$ cat config.mk
export PLATFORM = sky130hd
export DESIGN_NAME = inst_fetch_buffer
export DESIGN_NICKNAME = d
export VERILOG_FILES = /design/src/rtl/inst_fetch_buffer.sv
export SDC_FILE = /design/constraint.sdc
export NUM_CORES = 1
export LEC_CHECK = 0
export CORE_AREA = 4 4 251 253
export DETAILED_ROUTE_END_ITERATION = 10
export DIE_AREA = 0 0 255 257
export GPL_TIMING_DRIVEN = 0
export MAX_ROUTING_LAYER = met4
export PLACE_DENSITY = 0.52
export SLEW_MARGIN = 15
export SYNTH_ARGS = -nofsm -noshare
export SYNTH_HDL_FRONTEND = slang
export SYNTH_SLANG_ARGS = --single-unit
export TNS_END_PERCENT = 30
$ cat constraint.sdc
create_clock -name clk -period 7.75 [get_ports clk]
set_input_delay 1.55 -clock clk [delete_from_list [all_inputs] [get_ports clk]]
set_output_delay 1.55 -clock clk [all_outputs]
set_load 0.01 [all_outputs]
$ cat src/rtl/inst_fetch_buffer.sv
// Sequential instruction prefetcher: issues word reads on the inst sram-like port and
// buffers returned instructions with their PCs in an in-order FIFO for the decode stage.
module inst_fetch_buffer #(
    parameter int          DEPTH    = 4,
    parameter logic [31:0] RESET_PC = 32'hbfc00000
) (
    input  logic        clk,
    input  logic        reset,
    output logic        inst_req,
    output logic        inst_wr,
    output logic [1:0]  inst_size,
    output logic [31:0] inst_addr,
    output logic [31:0] inst_wdata,
    input  logic [31:0] inst_rdata,
    input  logic        inst_addr_ok,
    input  logic        inst_data_ok,
    output logic        fs_valid,
    output logic [31:0] fs_pc,
    output logic [31:0] fs_inst,
    input  logic        fs_ready,
    input  logic        redirect,
    input  logic [31:0] redirect_pc
);

    localparam int             PW      = $clog2(DEPTH);
    localparam int             CW      = PW + 1;
    localparam logic [CW:0]    DEPTH_W = (CW+1)'(DEPTH);

    logic [31:0]   fetch_pc_r;
    logic [31:0]   resp_pc_r;
    logic [CW-1:0] count_r;
    logic [CW-1:0] outstanding_r;
    logic [CW-1:0] discard_r;
    logic [PW-1:0] head_r;
    logic [PW-1:0] tail_r;
    logic [31:0]   pc_mem_r   [DEPTH];
    logic [31:0]   inst_mem_r [DEPTH];

    logic [CW:0]   credit_s;
    logic          accept_s;
    logic          keep_s;
    logic          pop_s;
    logic          drop_s;
    logic [CW-1:0] count_nx_s;
    logic [CW-1:0] outstanding_nx_s;
    logic [CW-1:0] discard_nx_s;

    // Credit covers both buffered entries and accepted requests, so a response always has a slot.
    assign credit_s   = {1'b0, count_r} + {1'b0, outstanding_r};
    assign inst_req   = !reset && (credit_s < DEPTH_W);
    assign inst_addr  = fetch_pc_r;
    assign inst_wr    = 1'b0;
    assign inst_size  = 2'd2;
    assign inst_wdata = 32'h0000_0000;

    assign fs_valid = (count_r != {CW{1'b0}});
    assign fs_pc    = pc_mem_r[head_r];
    assign fs_inst  = inst_mem_r[head_r];

    // Next-state of the occupancy, in-flight and drop counters.
    always_comb begin
        accept_s         = inst_req && inst_addr_ok;
        pop_s            = fs_valid && fs_ready && !redirect;
        drop_s           = inst_data_ok && (discard_r != {CW{1'b0}});
        keep_s           = inst_data_ok && !drop_s && !redirect;
        outstanding_nx_s = outstanding_r + CW'(accept_s) - CW'(inst_data_ok);
        count_nx_s       = count_r;
        discard_nx_s     = discard_r;
        if (redirect) begin
            // Every response still in flight after this cycle belongs to the old stream.
            count_nx_s   = {CW{1'b0}};
            discard_nx_s = outstanding_nx_s;
        end else begin
            count_nx_s   = count_r + CW'(keep_s) - CW'(pop_s);
            discard_nx_s = discard_r - CW'(drop_s);
        end
    end

    // Fetch/response PCs, counters, FIFO pointers and storage.
    always_ff @(posedge clk) begin
        if (reset) begin
            fetch_pc_r    <= RESET_PC;
            resp_pc_r     <= RESET_PC;
            count_r       <= {CW{1'b0}};
            outstanding_r <= {CW{1'b0}};
            discard_r     <= {CW{1'b0}};
            head_r        <= {PW{1'b0}};
            tail_r        <= {PW{1'b0}};
            for (int i = 0; i < DEPTH; i++) begin
                pc_mem_r[i]   <= 32'h0000_0000;
                inst_mem_r[i] <= 32'h0000_0000;
            end
        end else begin
            count_r       <= count_nx_s;
            outstanding_r <= outstanding_nx_s;
            discard_r     <= discard_nx_s;
            if (redirect) begin
                fetch_pc_r <= redirect_pc;
                resp_pc_r  <= redirect_pc;
                head_r     <= {PW{1'b0}};
                tail_r     <= {PW{1'b0}};
            end else begin
                if (accept_s) begin
                    fetch_pc_r <= fetch_pc_r + 32'd4;
                end
                if (keep_s) begin
                    pc_mem_r[tail_r]   <= resp_pc_r;
                    inst_mem_r[tail_r] <= inst_rdata;
                    tail_r             <= tail_r + {{(PW-1){1'b0}}, 1'b1};
                    resp_pc_r          <= resp_pc_r + 32'd4;
                end
                if (pop_s) begin
                    head_r <= head_r + {{(PW-1){1'b0}}, 1'b1};
                end
            end
        end
    end

endmodule

## Word-level counts from Yosys, hierarchy flattened

Memory sizes are Yosys's and may differ from the RTL's. A register that Yosys moved wholly into a read port is not among the register bits.
Index checks and enable logic that the tools add are counted.

| storage, ports and cells | value |
|---|---|
| memories | 2 |
| register bits | 77 |
| word-level logic and storage cells | 58 |
| memory bits (writable) | 256 |
| output and inout bits | 133 |
| input port bits | 70 |

Memories:

| memory | words | width | rd ports | clocked after Yosys merged registers in | write ports | RTL line | source |
|---|---|---|---|---|---|---|---|
| inst_mem_r | 4 | 32 | 1 | 1 | 4 | 37 | `logic [31:0] inst_mem_r [DEPTH];` |
| pc_mem_r | 4 | 32 | 1 | 1 | 4 | 36 | `logic [31:0] pc_mem_r [DEPTH];` |

| operators by class | value |
|---|---|
| $lt $le $gt $ge | 1 |
| $add $sub $neg | 10 |
| mux-type cells | 21 |
| reduce and logical (&&, ||, !) cells | 17 |

Operators by type and width:

| kind | count |
|---|---|
| 32-bit two-way mux | 6 |
| 32-bit by 3-bit adder with 32-bit output (second input constant) | 2 |
| 32-bit OR reduction | 2 |
| 2-bit two-way mux | 6 |
| 3-bit by 1-bit subtractor with 3-bit output | 3 |
| 1-bit two-way mux | 8 |
| 1-bit logical AND | 7 |
| 3-bit by 1-bit adder with 3-bit output | 2 |
| 3-bit nonzero test | 2 |
| 2-bit by 1-bit adder with 2-bit output (second input constant) | 2 |
| 3-bit by 3-bit adder with 4-bit output | 1 |
| 4-bit by 3-bit less-than comparator with 1-bit output (second input constant) | 1 |
| 2-bit nonzero test | 2 |
| 1-bit logical NOT | 3 |
| 3-bit two-way mux | 1 |
| 2-bit OR reduction | 1 |

## Logic depth before layout (Yosys ltp)

Gate-level depths: netlist of run 1.

| logic depth | value |
|---|---|
| word-level depth | 11 |
| depth in mapped cells | 11 |
| gate-level depth less buffers | 10 |

## Worst setup path before layout of run 1

Ideal clock, no wire load.

| timing | value |
|---|---|
| kind | input-to-reg |
| start | input inst_data_ok |
| end | memory inst_mem_r[1][0] (enable) |
| library setup time | 0.574 ns |
| stages | 5 |
| data required time | 7.176 ns |
| slack | 0.338 ns |
| buffers on the path | 1 |
| arrival | 6.838 ns |
| cell sequence | or4b_1 -> buf_2 -> nor2_1 -> inv_1 -> o21ai_0 |

RTL lines:

| what | RTL line | source |
|---|---|---|
| start, declared | 16 | `input logic inst_data_ok,` |
| end, declared | 37 |  |

==> reports/metrics.csv, run 1 <==
metric,value,unit
post-route ant nets,0,
Clock power frac,41.3,%
largest net degree at the start of global routing,36,
most instantiated library cell after synthesis,edfxtp_1,
Fin. Hold Viols,0,
Root Buffer Master,clkbuf_16,
fmax,193,MHz
share of post-route cells with drive strength above 1,12.3,%
Flop pwr share,46.8,%
Port Buf Inserts,166,
H-tree Lvls,2,
max incr delay on CP,800,ps
vias per cell,4.43,
Synth Area per Inst,12.5,um2
Rel. slew slack,27.4,%
Worst VDD drop,0.000121,V
fin. max-slew vios,0,
predominant post-synthesis flop cell,edfxtp_1,
Worst-Skew Late Latency,560,ps
R2R Setup Slk,4750,ps
fin crit period,5170,ps
post-route cell area,19500,um2
Syn. warnings,0,
Switching Power,0.00112,W
# diodes,0,
Worst-path clk slew,60,ps
total power,0.00451,W
initial antenna violation count,0,
Mapped Cells,1203,
crit end category,output pin,
Buf/Inv on CP,3,
Synth Cell Area,15100,um2
startpoint class of the critical path,flip-flop,
share of flip-flops with an asynchronous set or reset,0,%
library cells used by synthesis,49,
row cnt,91,
RSZ-0062 raised after global routing,false,
internal power,0.00340,W
CP max-delay cell,clkbuf_1,
Initial Utilization,24.7,%
Worst-Margin Slew,1090,ps
CP Cell Sequence,"clkbuf_1, buf_1, mux4_2, clkdlybuf4s50_1",
max cap viols,0,
post-synthesis sequential area ratio,61.4,%
Final setup viols,0,
TritonCTS clock tree,yes,
DR iter-0 viols,508,
Worst Path Max Fanout,10,
critical path arrival,3620,ps
WL/cell,19.2,um
combinational fraction of design power,11.9,%
CTS buffer count,40,
status,"complete, no violations",
Worst Clk Skew,21.6,ps
Die Footprint,65500,um2
Clock Tree Buf Depth,3,
top-area cell type share of the netlist area,51.0,%
RD Place Congestion,0.789,
sw frac,24.7,%
synth cell count leaders,"edfxtp_1 (256), nor2_1 (166), nand2_1 (94)",
Synth Register Bits,335,
Post-Route Utilization,31.9,%
final worst path period share,66.7,%
Total Wirelength,43800,um
Hold Path Class,reg -> reg,
DIE HEIGHT,257,um
post-cts sizing count,0,
CTS Sinks,335,
Area contributors post-synth,"edfxtp_1 (51%), dfxtp_1 (10%), mux4_2 (9.6%), nor2_1 (4.1%), and2_1 (2.9%)",
core region area,61000,um2
critical path data required time,6200,ps
Area Growth Syn to Fin,29.0,%
Post-DP HPWL,30800,um
detailed-route DRC error count,0,
Setup Buffers After CTS,0,
WS Path Type,reg -> out,
total gr overflow,0,
Post-DP Area,18200,um2
gr usage total,13.6,%
PwrDens,232,nW/um2
via count,10100,
First-pass DRT Iterations,5,
post-synth top area cell,edfxtp_1,
first-pass GRT wire length,65100,um
Leakage,7.12,nW
Die X,255,um
Post-synth EDFFs,256,
nets@finish,1537,
Crit path max-delay family,buffers and inverters,
setup tns final,0,ps
CTS Hold Buffers Added,0,
vias in the first global route,10500,
# IOs,203,
==> worst reg2reg max path, delay by kind of cell (launching register included) <==
kind	cells	cell delay (ps)
AOI/OAI and AO/OA	1	230
xor gates and xnor gates	1	150
adders and majority gates	4	1170
buffers and inverters	1	40
DFF	1	330
and+or+nand+nor	3	970
==> worst paths after layout <==
path / endpoint / cells after the start / startpoint
worst max-delay path: fs_pc[15] / 4 / flip-flop
worst min-delay path: resp_pc_r[0] / 2 / resp_pc_r[0]
worst max register to register: discard_r[2] / 10 / count_r[2]
worst min register to register: resp_pc_r[0] / 2 / resp_pc_r[0]
==> power by group through the flow <==
stage | clock [W] | sequential [W] | combinational [W]
final | 0.00186 | 0.00211 | 0.000537
after global routing | 0.00199 | 0.00212 | 0.000587
after CTS | 0.00192 | 0.00211 | 0.000549
after detailed placement | 0 | 0.00215 | 0.000546
after global placement | 0 | 0.00216 | 0.000521
after floorplan | 0 | 0.00214 | 0.000276
==> stage by stage <==
step                      cells  worst slack, ps  hold WS [ps]
after global placement     2192            -5080           451
after floorplan            1236              338           437
final                      2276             2580           468
after detailed placement   2203             2740           458
after global routing       2276             2290           487
after CTS                  2276             2350           467
==> cells by family after synthesis <==
family / share of synthesized area [%]
muxes: 9.84
xor gates and xnor gates: 2.90
and+or+nand+nor: 15.0
DFF: 61.4
buffers and inverters: 5.34
other: 0.0498
AOI/OAI and AO/OA: 4.30
adders and majority gates: 1.09
==> per-layer routing <==
metal,routed length [um],vias to the layer above,global-route usage [%]
li1,-,4747,-
met1,19600,4988,17.8
met2,21200,285,22.1
met3,2040,58,2.43
met4,939,0,3.44
met5,0,-,-
==> placed cells by master (no fill, tap or decap), drive strengths merged, types with 2 or more instances in the layout <==
master	count
mux4	64
dfxtp	79
and3	21
fa	2
nand4	21
bufinv	4
a21boi	31
a211oi	6
conb	35
and2	70
a211o	2
nand2b	2
inv	79
clkinv	17
o21ai	8
or3	6
o21a	18
mux2	2
edfxtp	256
a311oi	2
mux2i	2
and4	14
nor2	166
a31o	2
clkdlybuf4s50	166
nor4	10
a21oi	17
nand2	94
ha	10
xor2	17
or2	2
clkbuf	106
nand3	20
a31oi	5
buf	56
xnor2	33
nor3	27
nor2b	5
==> flip-flops by register name, summed over array words and instances (netlist names), named ones only <==
| register | flops |
|---|---|
| count_r | 3 |
| discard_r | 3 |
| head_r | 2 |
| tail_r | 2 |
| inst_addr | 32 |
| pc_mem_r | 128 |
| inst_mem_r | 128 |
| resp_pc_r | 32 |
| outstanding_r | 3 |
==> area by class of cell <==
class / count / area, um2
plain buffers: 101 / 513
clock buffers: 50 / 1050
clock inverters: 23 / 246
fillers: 6100 / 41600
inverters: 78 / 293
multi-input cells: 722 / 5180
flip-flops and latches: 335 / 9270
well taps: 790 / 988
repair buffers: 177 / 1920
Power figures use the tool's default switching activity.
==> run 2: changes to the inputs <==
Clock period 7.75 ns to 4.71 ns, I/O delays scaled along.
==> run 2 against run 1 <==
Effect of this change:
- register-to-register slack worse by 3000 ps
- hold slack worse by 10 ps
- flip-flop and latch count stayed put
- cell count hardly changed
- count of clock-buffer cells in the layout is 2 higher
- total power is 64% higher
- die area stayed put
- via count is 0.55% higher
- sequential power is 65% higher
- critical path depth stayed put
- sequential share of layout area hardly changed
- critical path type unchanged
==> reports/metrics.csv, run 2 (synthesized netlist as in run 1, its figures left out) <==
metric,value,unit,change
Fin. Hold Viols,0,,unchanged
Sequential Area,9270,um2,unchanged
Worst setup endpoint,fs_pc[1],,
total power,0.00742,W,+64%
Final WS setup,204,ps,-2370 ps
R2R Setup Slk,1730,ps,-3020 ps
PwrDens,381,nW/um2,+64%
nets@finish,1537,,unchanged
Leakage,7.14,nW,+0.26%
Worst-Margin Slew,1010,ps,-81.7 ps
TritonCTS clock tree,yes,,
CTS Hold Buffers Added,0,,unchanged
critical path arrival,3560,ps,-60 ps
Min-Delay Startpoint,resp_pc_r[1],,
Port Buf Inserts,166,,unchanged
WS Path Type,reg -> out,,
most frequent cells in the layout,"edfxtp_1 (256), clkdlybuf4s50_1 (166), nor2_1 (165), nand2_1 (93), dfxtp_1 (79)",,
worst reg2reg path depth,10,,unchanged
CTS buffer count,40,,unchanged
via count,10100,,+0.55%
Worst Clk Skew,13.7,ps,-7.89 ps
worst r2r dst,discard_r[2],,
Clock Tree Buf Depth,3,,unchanged
post-cts sizing count,0,,unchanged
CTS Sinks,335,,unchanged
Hold Path Class,reg -> reg,,
Die X,255,um,unchanged
Placement Setup Slack,567,ps,-2180 ps
startpoint class of the critical path,flip-flop,,
largest registers,"inst_mem_r: 128 flops, pc_mem_r: 128 flops",,
# IOs,203,,unchanged
gr usage total,13.7,%,+0.096 points
# diodes,0,,unchanged
core region area,61000,um2,unchanged
DIE HEIGHT,257,um,unchanged
fmax,222,MHz,
RSZ-0062 raised after global routing,true,,
final worst path period share,95.7,%,
RD Place Congestion,0.795,,+0.72%
Area Growth Syn to Fin,29.0,%,about the same
H-tree Lvls,2,,unchanged
"most common cell after layout, fill and taps aside",edfxtp_1,,
detailed-route DRC error count,0,,unchanged
Root Buffer Master,clkbuf_16,,
Worst-Skew Late Latency,540,ps,-20 ps
Post-Route Utilization,31.9,%,about the same
Final setup viols,0,,unchanged
Worst Path Max Fanout,10,,unchanged
Hold Slack,458,ps,-10.0 ps
critical path data required time,3770,ps,-2430 ps
Initial Utilization,24.7,%,unchanged
fin crit period,4510,ps,
Total Wirelength,44200,um,+1.0%
vias per cell,4.46,,+0.63%
initial antenna violation count,0,,unchanged
status,"complete, no violations",,
row cnt,91,,unchanged
First-pass DRT Iterations,4,,-1
Multi-input gate area,5180,um2,unchanged
Worst VDD drop,0.000173,V,+43%
vias in the first global route,10500,,-0.48%
Reg2Reg Launch Point,count_r[2],,
Die Footprint,65500,um2,unchanged
total gr overflow,0,,unchanged
first-pass GRT wire length,65600,um,+0.81%
crit end category,output pin,,
WL/cell,19.4,um,+1.1%
fill count,6142,,+0.69%
Worst-path clk slew,60,ps,about the same
Rel. slew slack,32.9,%,+5.4 points
share of post-route cells with drive strength above 1,12.5,%,+0.15 points
largest net degree at the start of global routing,35,,-2.8%
max cap viols,0,,unchanged
hold-critical path depth,2,,unchanged
post-route ant nets,0,,unchanged
fin. max-slew vios,0,,unchanged
Post-DP HPWL,30800,um,+0.31%
DR iter-0 viols,661,,+30%
Setup Buffers After CTS,0,,unchanged
==> run 2: critical path: stages, from the launching register on <==
cell and delay, ps:
dfxtp_1 300, clkbuf_1 740, buf_1 750, mux4_2 710
clkdlybuf4s50_1 520
==> run 2: layout make-up <==
type | count | area share [%]
Inverter | 78 | 1.50
Buffer | 101 | 2.64
Multi-Input combinational cell | 722 | 26.6
Timing Repair Buffer | 177 | 9.93
Clock buffer | 52 | 5.64
Tap cell | 790 | 5.08
Clock inverter | 19 | 0.971
Sequential cell | 335 | 47.6
==> run 2: how the worst min path moves through the flow <==
stage,end,slack [ps]
after CTS,resp_pc_r[1],460
after global routing,resp_pc_r[0],500
after global placement,resp_pc_r[1],460
final,resp_pc_r[1],460
after floorplan,resp_pc_r[0],440
after detailed placement,resp_pc_r[1],450
==> run 2: power by group <==
group | internal (W) | total (W) | switching (W)
clock | 0.00185 | 0.00306 | 0.00120
combinational | 0.000410 | 0.000888 | 0.000478
sequential | 0.00337 | 0.00348 | 0.000107
total | 0.00563 | 0.00742 | 0.00179
==> run 2: metal layers <==
layer / vias up / routed length (um) / global-route usage, %
li1: 4736 / - / -
met1: 5021 / 19900 / 18.0
met2: 316 / 21100 / 22.2
met3: 60 / 2350 / 2.37
met4: 0 / 884 / 3.44
met5: - / 0 / -
==> run 2: metrics by stage <==
step	setup TNS (ps)	cells	area, um2
floorplan	-47270	1236	15200
global placement	-638780	2192	17900
detailed placement	0	2203	18200
CTS	0	2274	19500
global route	-273	2274	19500
finish	0	2274	19500
